`config.mk`:
```
export PLATFORM = sky130hd
export DESIGN_NAME = seg14_pattern_decoder
export DESIGN_NICKNAME = d
export VERILOG_FILES = /design/src/rtl/seg14_pattern_decoder.sv
export SDC_FILE = /design/constraint.sdc
export NUM_CORES = 1
export LEC_CHECK = 0
export ABC_CLOCK_PERIOD_IN_PS = 7450
export CORE_ASPECT_RATIO = 0.6
export CORE_MARGIN = 10
export CORE_UTILIZATION = 57
export DETAILED_ROUTE_END_ITERATION = 10
export PLACE_DENSITY = 0.95
export SETUP_SLACK_MARGIN = 0.1
export SYNTH_ARGS = -nofsm -noshare
export SYNTH_HDL_FRONTEND = slang
export SYNTH_SLANG_ARGS = --single-unit
export TNS_END_PERCENT = 30
```
`constraint.sdc`:
```
create_clock -name clk -period 7.45 [get_ports clk]
set_input_delay 1.49 -clock clk [delete_from_list [all_inputs] [get_ports clk]]
set_output_delay 1.49 -clock clk [all_outputs]
set_load 0.03 [all_outputs]
```
`src/rtl/seg14_pattern_decoder.sv`:
```
// Recovers 4-bit letter codes from active-low 14-segment patterns, buffers them in a
// small FIFO behind valid/ready, and flags every completed "NTHUEE" word.
module seg14_pattern_decoder #(
  parameter int DEPTH = 4,
  parameter int CNT_W = 8
) (
  input  logic             clk,
  input  logic             rst,
  input  logic [14:0]      pattern_in,
  input  logic             pattern_valid,
  output logic             pattern_ready,
  output logic [3:0]       code_out,
  output logic             code_valid,
  input  logic             code_ready,
  output logic             word_match,
  output logic [CNT_W-1:0] match_cnt,
  output logic [CNT_W-1:0] err_cnt,
  output logic             err_flag
);

  localparam int AW = $clog2(DEPTH);

  typedef enum logic [2:0] {S0, S1, S2, S3, S4, S5} state_t;

  function automatic logic [3:0] decode_pattern(input logic [14:0] p);
    case (p)
      15'b100100110111101: decode_pattern = 4'd0;
      15'b011111111011011: decode_pattern = 4'd1;
      15'b100100001111111: decode_pattern = 4'd2;
      15'b100000111111111: decode_pattern = 4'd3;
      15'b011000001111111: decode_pattern = 4'd4;
      15'b111111111111111: decode_pattern = 4'd15;
      default:             decode_pattern = 4'd14;
    endcase
  endfunction

  logic [3:0]       mem_q [DEPTH];
  logic [AW:0]      wr_ptr_q, wr_ptr_d, rd_ptr_q, rd_ptr_d;
  logic [3:0]       head_q, head_d;
  state_t           state_q, state_d;
  logic             word_match_q, word_match_d;
  logic [CNT_W-1:0] match_cnt_q, match_cnt_d;
  logic [CNT_W-1:0] err_cnt_q, err_cnt_d;
  logic             err_flag_q, err_flag_d;

  logic        fifo_full_s, fifo_empty_s, push_s, pop_s;
  logic [3:0]  dec_s, exp_code_s;
  logic [AW:0] count_s, count_after_pop_s;
  state_t      adv_state_s;

  assign dec_s        = decode_pattern(pattern_in);
  assign fifo_empty_s = (wr_ptr_q == rd_ptr_q);
  assign fifo_full_s  = (wr_ptr_q[AW-1:0] == rd_ptr_q[AW-1:0]) && (wr_ptr_q[AW] != rd_ptr_q[AW]);
  assign push_s       = pattern_valid && !fifo_full_s;
  assign pop_s        = !fifo_empty_s && code_ready;
  assign count_s           = wr_ptr_q - rd_ptr_q;
  assign count_after_pop_s = count_s - (AW + 1)'(pop_s);

  // Head register tracks the entry that will be at the FIFO head after this edge.
  always_comb begin
    wr_ptr_d = wr_ptr_q + (AW + 1)'(push_s);
    rd_ptr_d = rd_ptr_q + (AW + 1)'(pop_s);
    head_d   = head_q;
    if (push_s && (count_after_pop_s == '0)) begin
      head_d = dec_s;
    end else if (wr_ptr_d != rd_ptr_d) begin
      head_d = mem_q[rd_ptr_d[AW-1:0]];
    end else begin
      head_d = head_q;
    end
  end

  always_comb begin
    err_cnt_d  = err_cnt_q;
    err_flag_d = err_flag_q;
    if (push_s && (dec_s == 4'd14)) begin
      err_flag_d = 1'b1;
      if (err_cnt_q != {CNT_W{1'b1}}) begin
        err_cnt_d = err_cnt_q + CNT_W'(1);
      end else begin
        err_cnt_d = err_cnt_q;
      end
    end else begin
      err_flag_d = err_flag_q;
    end
  end

  // Recogniser: expected code and successor for each partial-match state.
  always_comb begin
    state_d      = state_q;
    word_match_d = 1'b0;
    exp_code_s   = 4'd0;
    adv_state_s  = S1;
    case (state_q)
      S0:      begin exp_code_s = 4'd0; adv_state_s = S1; end
      S1:      begin exp_code_s = 4'd1; adv_state_s = S2; end
      S2:      begin exp_code_s = 4'd2; adv_state_s = S3; end
      S3:      begin exp_code_s = 4'd3; adv_state_s = S4; end
      S4:      begin exp_code_s = 4'd4; adv_state_s = S5; end
      S5:      begin exp_code_s = 4'd4; adv_state_s = S0; end
      default: begin exp_code_s = 4'd0; adv_state_s = S1; end
    endcase
    if (push_s) begin
      if (dec_s == exp_code_s) begin
        state_d      = adv_state_s;
        word_match_d = (state_q == S5);
      end else if (dec_s == 4'd0) begin
        state_d = S1;
      end else begin
        state_d = S0;
      end
    end else begin
      state_d = state_q;
    end
    match_cnt_d = match_cnt_q + CNT_W'(word_match_d);
  end

  always_ff @(posedge clk) begin
    if (push_s) begin
      mem_q[wr_ptr_q[AW-1:0]] <= dec_s;
    end
  end

  always_ff @(posedge clk) begin
    if (rst) begin
      wr_ptr_q     <= '0;
      rd_ptr_q     <= '0;
      head_q       <= 4'd15;
      state_q      <= S0;
      word_match_q <= 1'b0;
      match_cnt_q  <= '0;
      err_cnt_q    <= '0;
      err_flag_q   <= 1'b0;
    end else begin
      wr_ptr_q     <= wr_ptr_d;
      rd_ptr_q     <= rd_ptr_d;
      head_q       <= head_d;
      state_q      <= state_d;
      word_match_q <= word_match_d;
      match_cnt_q  <= match_cnt_d;
      err_cnt_q    <= err_cnt_d;
      err_flag_q   <= err_flag_d;
    end
  end

  assign pattern_ready = !fifo_full_s;
  assign code_valid    = !fifo_empty_s;
  assign code_out      = head_q;
  assign word_match    = word_match_q;
  assign match_cnt     = match_cnt_q;
  assign err_cnt       = err_cnt_q;
  assign err_flag      = err_flag_q;

endmodule

```
# Word-level counts from Yosys, hierarchy flattened
# Memory sizes are Yosys's and may differ from the RTL's.
# Cells that the tools add are included.
# totals
reg_bits	31
ram_bits	16
elab_cells	56
input_bits	19
n_memories	1
# memory_table
memory	words	width	rd	rd_clocked_by_memory_dff	wr	line	source
mem_q	4	4	1	0	1	37	logic [3:0] mem_q [DEPTH];
# op_classes
n_eq_ne	18
muxes	11
reduce_logical	12
addsub	6
# op_table
operator	n
$eq A15 B15 Y1 const B	4
$eq A15 B14 Y1 const B	2
$pmux W4 S6	1
$pmux W3 S5	1
$pmux W3 S4	1
$add A8 B1 Y8	1
$add A8 B1 Y8 const B	1
$mux W4	2
$ne A8 B8 Y1 const B	1
$add A3 B1 Y3	2
$eq A3 B2 Y1 const B	2
$eq A3 B3 Y1 const B	2
$logic_and A1 B1 Y1	5
$mux W1	5
$eq A4 B4 Y1	1
$eq A4 B4 Y1 const B	1
$logic_not A4 Y1	1
$eq A3 B1 Y1 const B	1
$eq A3 B3 Y1	1
$logic_not A3 Y1	1
$mux W3	1
$ne A3 B3 Y1	1
$sub A3 B1 Y3	1
$sub A3 B3 Y3	1
6 further kinds	7

# Depth between registers and ports, before layout
# logic_depth
depth_word	8
mapped_depth	12
ltp_nobuf	12

# Worst setup path after synthesis
# No wires, ideal clock.
# synth_timing
kind	input-to-reg
startpoint	input port code_ready
endpoint	register head_q[1] (netlist: code_out[1])
stages	10
setup_time_ps	114
t_arrival_ps	3792
n_path_buf	0
required_ps	7336
path_slack_ps	3544
cell_sequence	nand2_1 -> fa_1 -> inv_1 -> ha_1 -> or2_2 -> fa_1 -> xnor2_1 -> nor4_1 -> o21ai_0 -> a21o_1
# synth_between
elab_chain_len	5
elab_cells_between_ends	10
classes_between	add/sub (2); eq/ne (1); mux (2); reduce/logical (4); memory (1)
# synth_lines
element	line	source
start: declaration	14	input logic code_ready,
$logic_and A1 B1 Y1 (*)	55	assign pop_s = !fifo_empty_s && code_ready;
$add A3 B1 Y3 / $sub A3 B1 Y3 (equally long branches)	62, 57	
$mem_v2 Z4 W4 / $logic_not A3 Y1 (equally long branches)	--	
$mux W4 / $logic_and A1 B1 Y1 (equally long branches)	66, 64	
$mux W4 / $reduce_bool A2 Y1 (equally long branches)	--	
end signal: assignment	128	head_q <= 4'd15;
end signal: assignment	137	head_q <= head_d;
end: declaration	39	logic [3:0] head_q, head_d;
# Every way passes the cells marked *; elsewhere a longest branch is shown, timed or not. The select of a mux whose other input is x is not followed.
# A chain may end at the register's enable or synchronous reset.

# Worst setup path after layout
# layout_timing
startpoint	input port pattern_in[14]
endpoint	register match_cnt_q[5] (netlist: match_cnt[5])
# layout_between
elab_chain_len	6
elab_cells_between_ends	11
classes_between	add/sub (1); eq/ne (7); mux (3)
# layout_lines
element	line	source
start: declaration	9	input logic [14:0] pattern_in,
$eq A15 B15 Y1 / $eq A15 B14 Y1 (equally long branches)	26	case (p)
$pmux W4 S6 (*)	26	
via dec_s[0]	47	logic [3:0] dec_s, exp_code_s;
$eq A4 B4 Y1 (*)	104	if (dec_s == exp_code_s) begin
$mux W1 (*)	104	
$mux W1 (*)	103	if (push_s) begin
via word_match_d	41	logic word_match_q, word_match_d;
$add A8 B1 Y8 (*)	115	match_cnt_d = match_cnt_q + CNT_W'(word_match_d);
end signal: assignment	140	match_cnt_q <= match_cnt_d;
end: declaration	42	logic [CNT_W-1:0] match_cnt_q, match_cnt_d;
# Mark *: on every way through the listed nets, which the timed path passes. The rest lies on a longest branch.

==> metrics.yaml <==
sta:
  fin_ws_ps: 2840
  fin_skew_ps: 3.21
  setup_violations: 0
  slew_headroom_pct: 48.6
  period_minus_slack_ps: 4610
  worst_pin_slew_ps: 761
  hold_viol_final: 0
  max_freq_ghz: 0.217
  finalCritPeriodShare_pct: 61.9
  slew_violations: 0
  rsz0062_at_grt: "no"
  finalSetupTns_ps: 0
flow_run:
  cap_viol_max_count: 0
pwr:
  ir_worst_vdd_uv: 105
  p_leak_nw: 1.14
  power_density_nw_per_um2: 214
  total_power_mw: 0.677
finish:
  areaGrowthSynthToFinish_pct: 22.7
  drive_above_1_share_pct: 7.79
  nets: 340
  postLayoutCoreUtil_pct: 74.7
  antenna_cells: 0
synth:
  synth_nets: 295
  postSynthCellCount: 262
  synth_flop_cell: "dfxtp_1"
  yosys.area.top_type: "dfxtp_1"
  synth-async-reset-ratio_pct: 0
  synth_warnings: 0
  syn_avg_cell_area_um2: 9.84
  yosysSeqAreaShare_pct: 42.7
  synth.distinct_cells: 49
  netlist.area_leader.share_pct: 24.1
  syn-cell-area_um2: 2580
  yosys-top-cells-area: "dfxtp_1, edfxtp_1, ha_1"
  synth_edf_count: 16
  synth.ff_latch_count: 47
setup_path:
  crit_path_end_kind: "register"
  cp_max_fo: 9
  required_ps: 7640
  cp-start-kind: "primary input"
  worstSetupPathType: "primary input to register"
  cp.arrival_ps: 4790
clock_network:
  ctsHoldBuffers: 0
  cts_tree: "built"
  clk_transition_reported_paths_ps: 90
  cts_buffers: 5
  postCtsSetupBuffers: 0
  clock_path_buffers: 2
  h-tree-depth: 2
  cts-resized-gates: 0
  clk_root_buffer_cell: "clkbuf_8"
  clk_latency_ps: 300
  cts_sinks: 47
status:
  outcome: "finished, final reports clean"
detailed_routing:
  dr.pass1.iters: 5
  drt_first_iter_violations: 133
  routed_via_density: 6.03
  routedWlPerCell_um: 16.8
  drtAntennaViolNets: 0
  dr_total_vias: 2220
  wl_mm: 6.19
  drc: 0
placed_design:
  dp_hpwl_mm: 4.59
  port_buffers: 42
  place.gp.congestion: 0.910
  place_ws_ps: 2650
global_route:
  grt_pass1_wl_mm: 10.4
  grt_max_degree: 34
  grt_pass1_vias: 2152
  grtUsageTotal_pct: 16.4
  antenna_found_initial: 0
  overflow: 0
die:
  die_w_um: 107
  floorplan.initialDensity_pct: 60.9
  die_h_um: 72.1
  pin_count: 43
  core-area_um2: 4230
  num_rows: 18
  fp.dieArea_um2: 7700
hold_path:
  hp-class: "register to register"
==> power by group <==
group / total (mW) / internal, mW / switching (mW) / leakage (nW)
clock network: 0.189 / 0.101 / 0.0875 / 0.0548
logic: 0.200 / 0.0924 / 0.108 / 0.693
registers: 0.289 / 0.278 / 0.0106 / 0.394
total: 0.677 / 0.471 / 0.206 / 1.14
==> registers in the layout, indices dropped and copies added, names as in the netlist <==
signal      count
wr_ptr_q        3
state_q         3
mem_q          16
err_flag        1
rd_ptr_q        3
code_out        4
match_cnt       8
err_cnt         8
word_match      1
==> routing by layer <==
layer	share of wire [%]	track usage (%)	vias to the layer above
met1	43	21.2	1041
met4	1.5	4.78	0
met5	0	0	-
met3	9.3	5.11	11
met2	46	25.9	109
li1	-	-	1059
==> placed cells by master, fill, tap and decap left out, types with 2 or more instances in the layout <==
cell type	Yosys	final
clkdlybuf4s50_1	0	42
dfxtp_1	31	31
nor2_1	27	27
nand2_1	20	20
nand3_1	19	19
edfxtp_1	16	16
a21oi_1	12	12
ha_1	12	12
xnor2_1	10	10
inv_1	10	10
xor2_1	8	8
or4_1	7	7
and3_1	7	7
o21ai_0	6	6
nor2b_1	6	6
nor4_1	5	5
or3_1	5	5
clkbuf_8	0	5
nor3_1	4	4
o221ai_1	4	4
mux2i_1	4	4
mux4_2	4	4
nand4_1	3	3
nor4bb_1	3	3
a21o_1	3	3
nor4b_1	2	2
o211ai_1	2	2
mux2_2	2	2
o31ai_1	2	2
a2111oi_0	2	2
or3_2	2	2
fa_1	2	2
==> final cells by class <==
cell class,instances,area [µm²]
tap,60,75.1
multi-input combinational,199,1400
inverter,11,41.3
timing repair buffer,43,428
sequential,47,1100
fill,308,1070
clock buffer,5,68.8
clock inverter,3,46.3
==> worst max-delay path, cell delays in order <==
cell and delay [ps]:
clkdlybuf4s50_1 470, or4b_1 610, nor4_1 640, a41o_2 320, mux2_2 170, nand2_1 60, nor3_1 190, ha_1 210
and3_1 240, nand3_1 130, xor2_1 200, nor2_1 50
==> Yosys cell counts (3+ instances only) <==
library cell,n
edfxtp_1,16
o21ai_0,6
mux4_2,4
nor4_1,5
ha_1,12
and3_1,7
nand4_1,3
clkbuf_1,3
nor3_1,4
mux2i_1,4
a21o_1,3
or4_1,7
o221ai_1,4
a21oi_1,12
inv_1,10
nor2_1,27
nor2b_1,6
xor2_1,8
nand3_1,19
nand2_1,20
nor4bb_1,3
xnor2_1,10
dfxtp_1,31
or3_1,5
==> logic make-up after synthesis <==
| logic type | count (synthesis) | share of synthesized area (%) |
|---|---|---|
| AND/OR/NAND/NOR | 119 | 25.1 |
| flip-flops | 47 | 42.7 |
| AO/OA/AOI/OAI | 38 | 9.90 |
| XOR/XNOR | 18 | 6.11 |
| buffers and inverters | 16 | 2.91 |
| adder cells (fa/ha/maj) | 14 | 7.37 |
| multiplexers | 10 | 5.92 |
==> through the flow <==
| stage | cell area [µm²] | std cells | hold slack, ps |
|---|---|---|---|
| 6_report | 3160 | 368 | 487 |
| 5_1_grt | 3160 | 368 | 524 |
| 4_1_cts | 3160 | 368 | 497 |
| 3_5_place_dp | 3050 | 360 | 477 |
| 3_3_place_gp | 3050 | 360 | 459 |
| 2_1_floorplan | 2580 | 262 | 481 |
==> final timing paths <==
| kind | startpoint | to | slack (ps) | depth (start not counted) |
|---|---|---|---|---|
| max reg2reg | rd_ptr_q[2] | code_out[1] | 3720 | 12 |
| max | pattern_in[14] | match_cnt[5] | 2840 | 12 |
| min reg2reg | err_flag | err_flag | 490 | 2 |
| min | err_flag | err_flag | 490 | 2 |
Note: power is estimated with default switching activity, not from simulation.
==> RTL edit: new RTL, config.mk and constraints unchanged <==
Encoding of `state_t`: now Gray code (3 bits for 6 states).
--- a/src/rtl/seg14_pattern_decoder.sv
+++ b/src/rtl/seg14_pattern_decoder.sv
@@ -22,3 +22,3 @@
 
-  typedef enum logic [2:0] {S0, S1, S2, S3, S4, S5} state_t;
+  typedef enum logic [2:0] {S0 = 3'b000, S1 = 3'b001, S2 = 3'b011, S3 = 3'b010, S4 = 3'b110, S5 = 3'b111} state_t;
 
Behaviour: same outputs for any inputs over 10 cycles, from zero or initial values and one cycle with rst high; not proved beyond that.
==> RTL edit against the original RTL <==
- core utilization fell by 1.1 points
- non-clock buffer count did not move
- register-to-register slack got worse by 160 ps
- clock power fell by 10%
- synthesized cell count fell by 4.6%
- power fell by 0.84%
- wire length fell by 13%
- final cell count fell by 4.3%
- sequential cell count did not move
- die area fell by 1.6%
- critical path type unchanged
- setup slack got worse by 46 ps
- highest routed layer unchanged
- design area fell by 2.6%
- area after synthesis fell by 2.0%
==> RTL edit: results (changes against the original RTL) <==
The run finished with clean final reports. The maximum number of pins on one net before global-route repair came to 35 (+2.9%). The global-route usage over all layers is 14.49% (-1.9 points). The post-CTS setup buffer count is 0 (unchanged). The critical register-to-register path endpoint is code_out[2]. In the synthesized netlist, the cells that appear most often are sky130_fd_sc_hd__nor2_1, sky130_fd_sc_hd__dfxtp_1, sky130_fd_sc_hd__nand2_1. The worst supply voltage drop on vdd came to 0.1086 mV (+3.1%). The final-stage net count was 322 (-5.3%). The cell type of the slowest stage on the worst timing path is sky130_fd_sc_hd__or4_1. The final RePlAce weighted congestion is 0.8254 (-9.3%). The worst path arrival time came out at 4840 ps (+50 ps). The number of global-route vias before repair is 1,878 (-13%).

The tree is rooted in a sky130_fd_sc_hd__clkbuf_8. The DRC marker count from the first detailed-route iteration came out at 100 (-25%). The final wirelength came out at 5353 um (-13%). The worst clock skew came to 7.207 ps (+4.000 ps). The count of placed standard cells including taps came out at 344 (-4.4%).

The HPWL after detailed placement was 4158 um (-9.5%). The share of layout cells above drive strength 1 came out at 7.534% (-0.26 points). The first-pass detailed-route iteration total was 4 (-1). The startpoint identified for the worst register-to-register timing path is wr_ptr_q[2].

The total leakage power is 0.001059 uW (-7.2%). The worst setup slack before clock tree synthesis is 2452 ps (-193.6 ps). The minimum hold slack is 451.9 ps (-35.17 ps). The top fanout value on the critical path is 7 (-2). The depth of the most critical reg-to-reg path is 13 (+1). The actual transition at the worst max-transition pin came out at 673.8 ps (-87.07 ps).

The fraction of power spent switching nets came out at 29.82% (-0.59 points). The register-to-register path setup slack was 3560 ps (-160 ps). The number of inserted filler cells in the final layout came out at 303 (-1.6%).

The average footprint of a synthesized cell came out at 10.10 sq um (+2.7%). The unique cell type count in the Yosys netlist is 52 (+6.1%). The total placed instance area came out at 2980 sq um (-2.2%). The proportion of synthesized chip area in sequential cells came to 43.59% (+0.89 points). The count of vias placed by the detailed router is 1,951 (-12%).

Ranked by total cell area, the synthesized netlist is headed by sky130_fd_sc_hd__dfxtp_1, sky130_fd_sc_hd__edfxtp_1, sky130_fd_sc_hd__xnor2_1, sky130_fd_sc_hd__ha_1, sky130_fd_sc_hd__nor2_1. The average wire per cell in the routed design came out at 15.21 um (-9.5%).
## RTL edit: changes by cell type in the layout (fill, tap and decap cells not counted), moves of 4 or more
cell	delta
sky130_fd_sc_hd__a21oi_1	-6
sky130_fd_sc_hd__and3_1	-5
sky130_fd_sc_hd__nand2b_1	+5
sky130_fd_sc_hd__nand3_1	-9
sky130_fd_sc_hd__nand4_1	+6
sky130_fd_sc_hd__nor2_1	+6
sky130_fd_sc_hd__o21ai_0	-4
sky130_fd_sc_hd__o221ai_1	-4
sky130_fd_sc_hd__xnor2_1	+8
## RTL edit: kinds of logic (layout without fill, tap and decap cells)
kind of cell / after synthesis / in the layout / share of synthesized area (%)
DFF: 47 / 47 / 43.59
and+or+nand+nor: 116 / 116 / 25.56
muxes: 8 / 8 / 5.250
adders and majority gates: 12 / 12 / 6.538
xor gates and xnor gates: 25 / 25 / 8.965
buffers and inverters: 19 / 61 / 3.417
AOI/OAI and AO/OA: 23 / 23 / 6.687
## RTL edit: layout make-up
type                    instances  area (sq um)  area share [%]
repair buffers                 43         427.9           13.89
inverters                      10         37.54           1.218
flip-flops and latches         47          1101           35.73
multi-input cells             184          1339           43.44
well taps                      60         75.07           2.436
clock buffers                   8         101.3           3.289
## RTL edit: worst reg2reg max path: stages, from the launching register on
cell and delay (ps):
sky130_fd_sc_hd__dfxtp_1 410, sky130_fd_sc_hd__xor2_2 280, sky130_fd_sc_hd__nand3b_1 170, sky130_fd_sc_hd__nand2_1 110
sky130_fd_sc_hd__fa_1 510, sky130_fd_sc_hd__inv_1 50, sky130_fd_sc_hd__ha_1 170, sky130_fd_sc_hd__or2_2 300
sky130_fd_sc_hd__fa_1 390, sky130_fd_sc_hd__xnor2_1 140, sky130_fd_sc_hd__or4_1 630, sky130_fd_sc_hd__and4_4 250
sky130_fd_sc_hd__a2111oi_2 280, sky130_fd_sc_hd__a21oi_1 70
## RTL edit: how the worst max path moves through the flow
stage	cells after the start	end	from	slack (ps)
global placement	12	code_out[2]	code_ready	2590
floorplan	13	code_out[2]	code_ready	3070
CTS	12	code_out[2]	code_ready	2780
detailed placement	12	code_out[2]	code_ready	2450
global route	12	code_out[2]	code_ready	2600
finish	12	code_out[2]	code_ready	2800
## RTL edit: power by group through the flow
stage	registers [uW]	logic, uW	clock network [uW]
finish	293	209	170
global route	297	230	184
CTS	294	212	170
detailed placement	300	211	0
global placement	299	205	0
floorplan	318	144	0
## RTL edit: routing by layer
| layer | GRT usage, % | vias to the layer above | share of wire (%) |
|---|---|---|---|
| met5 | 0 | - | 0 |
| met4 | 4.036 | 0 | 0.82 |
| met3 | 5.714 | 5 | 7.4 |
| met2 | 23.43 | 53 | 45 |
| met1 | 17.66 | 916 | 47 |
| li1 | - | 977 | - |
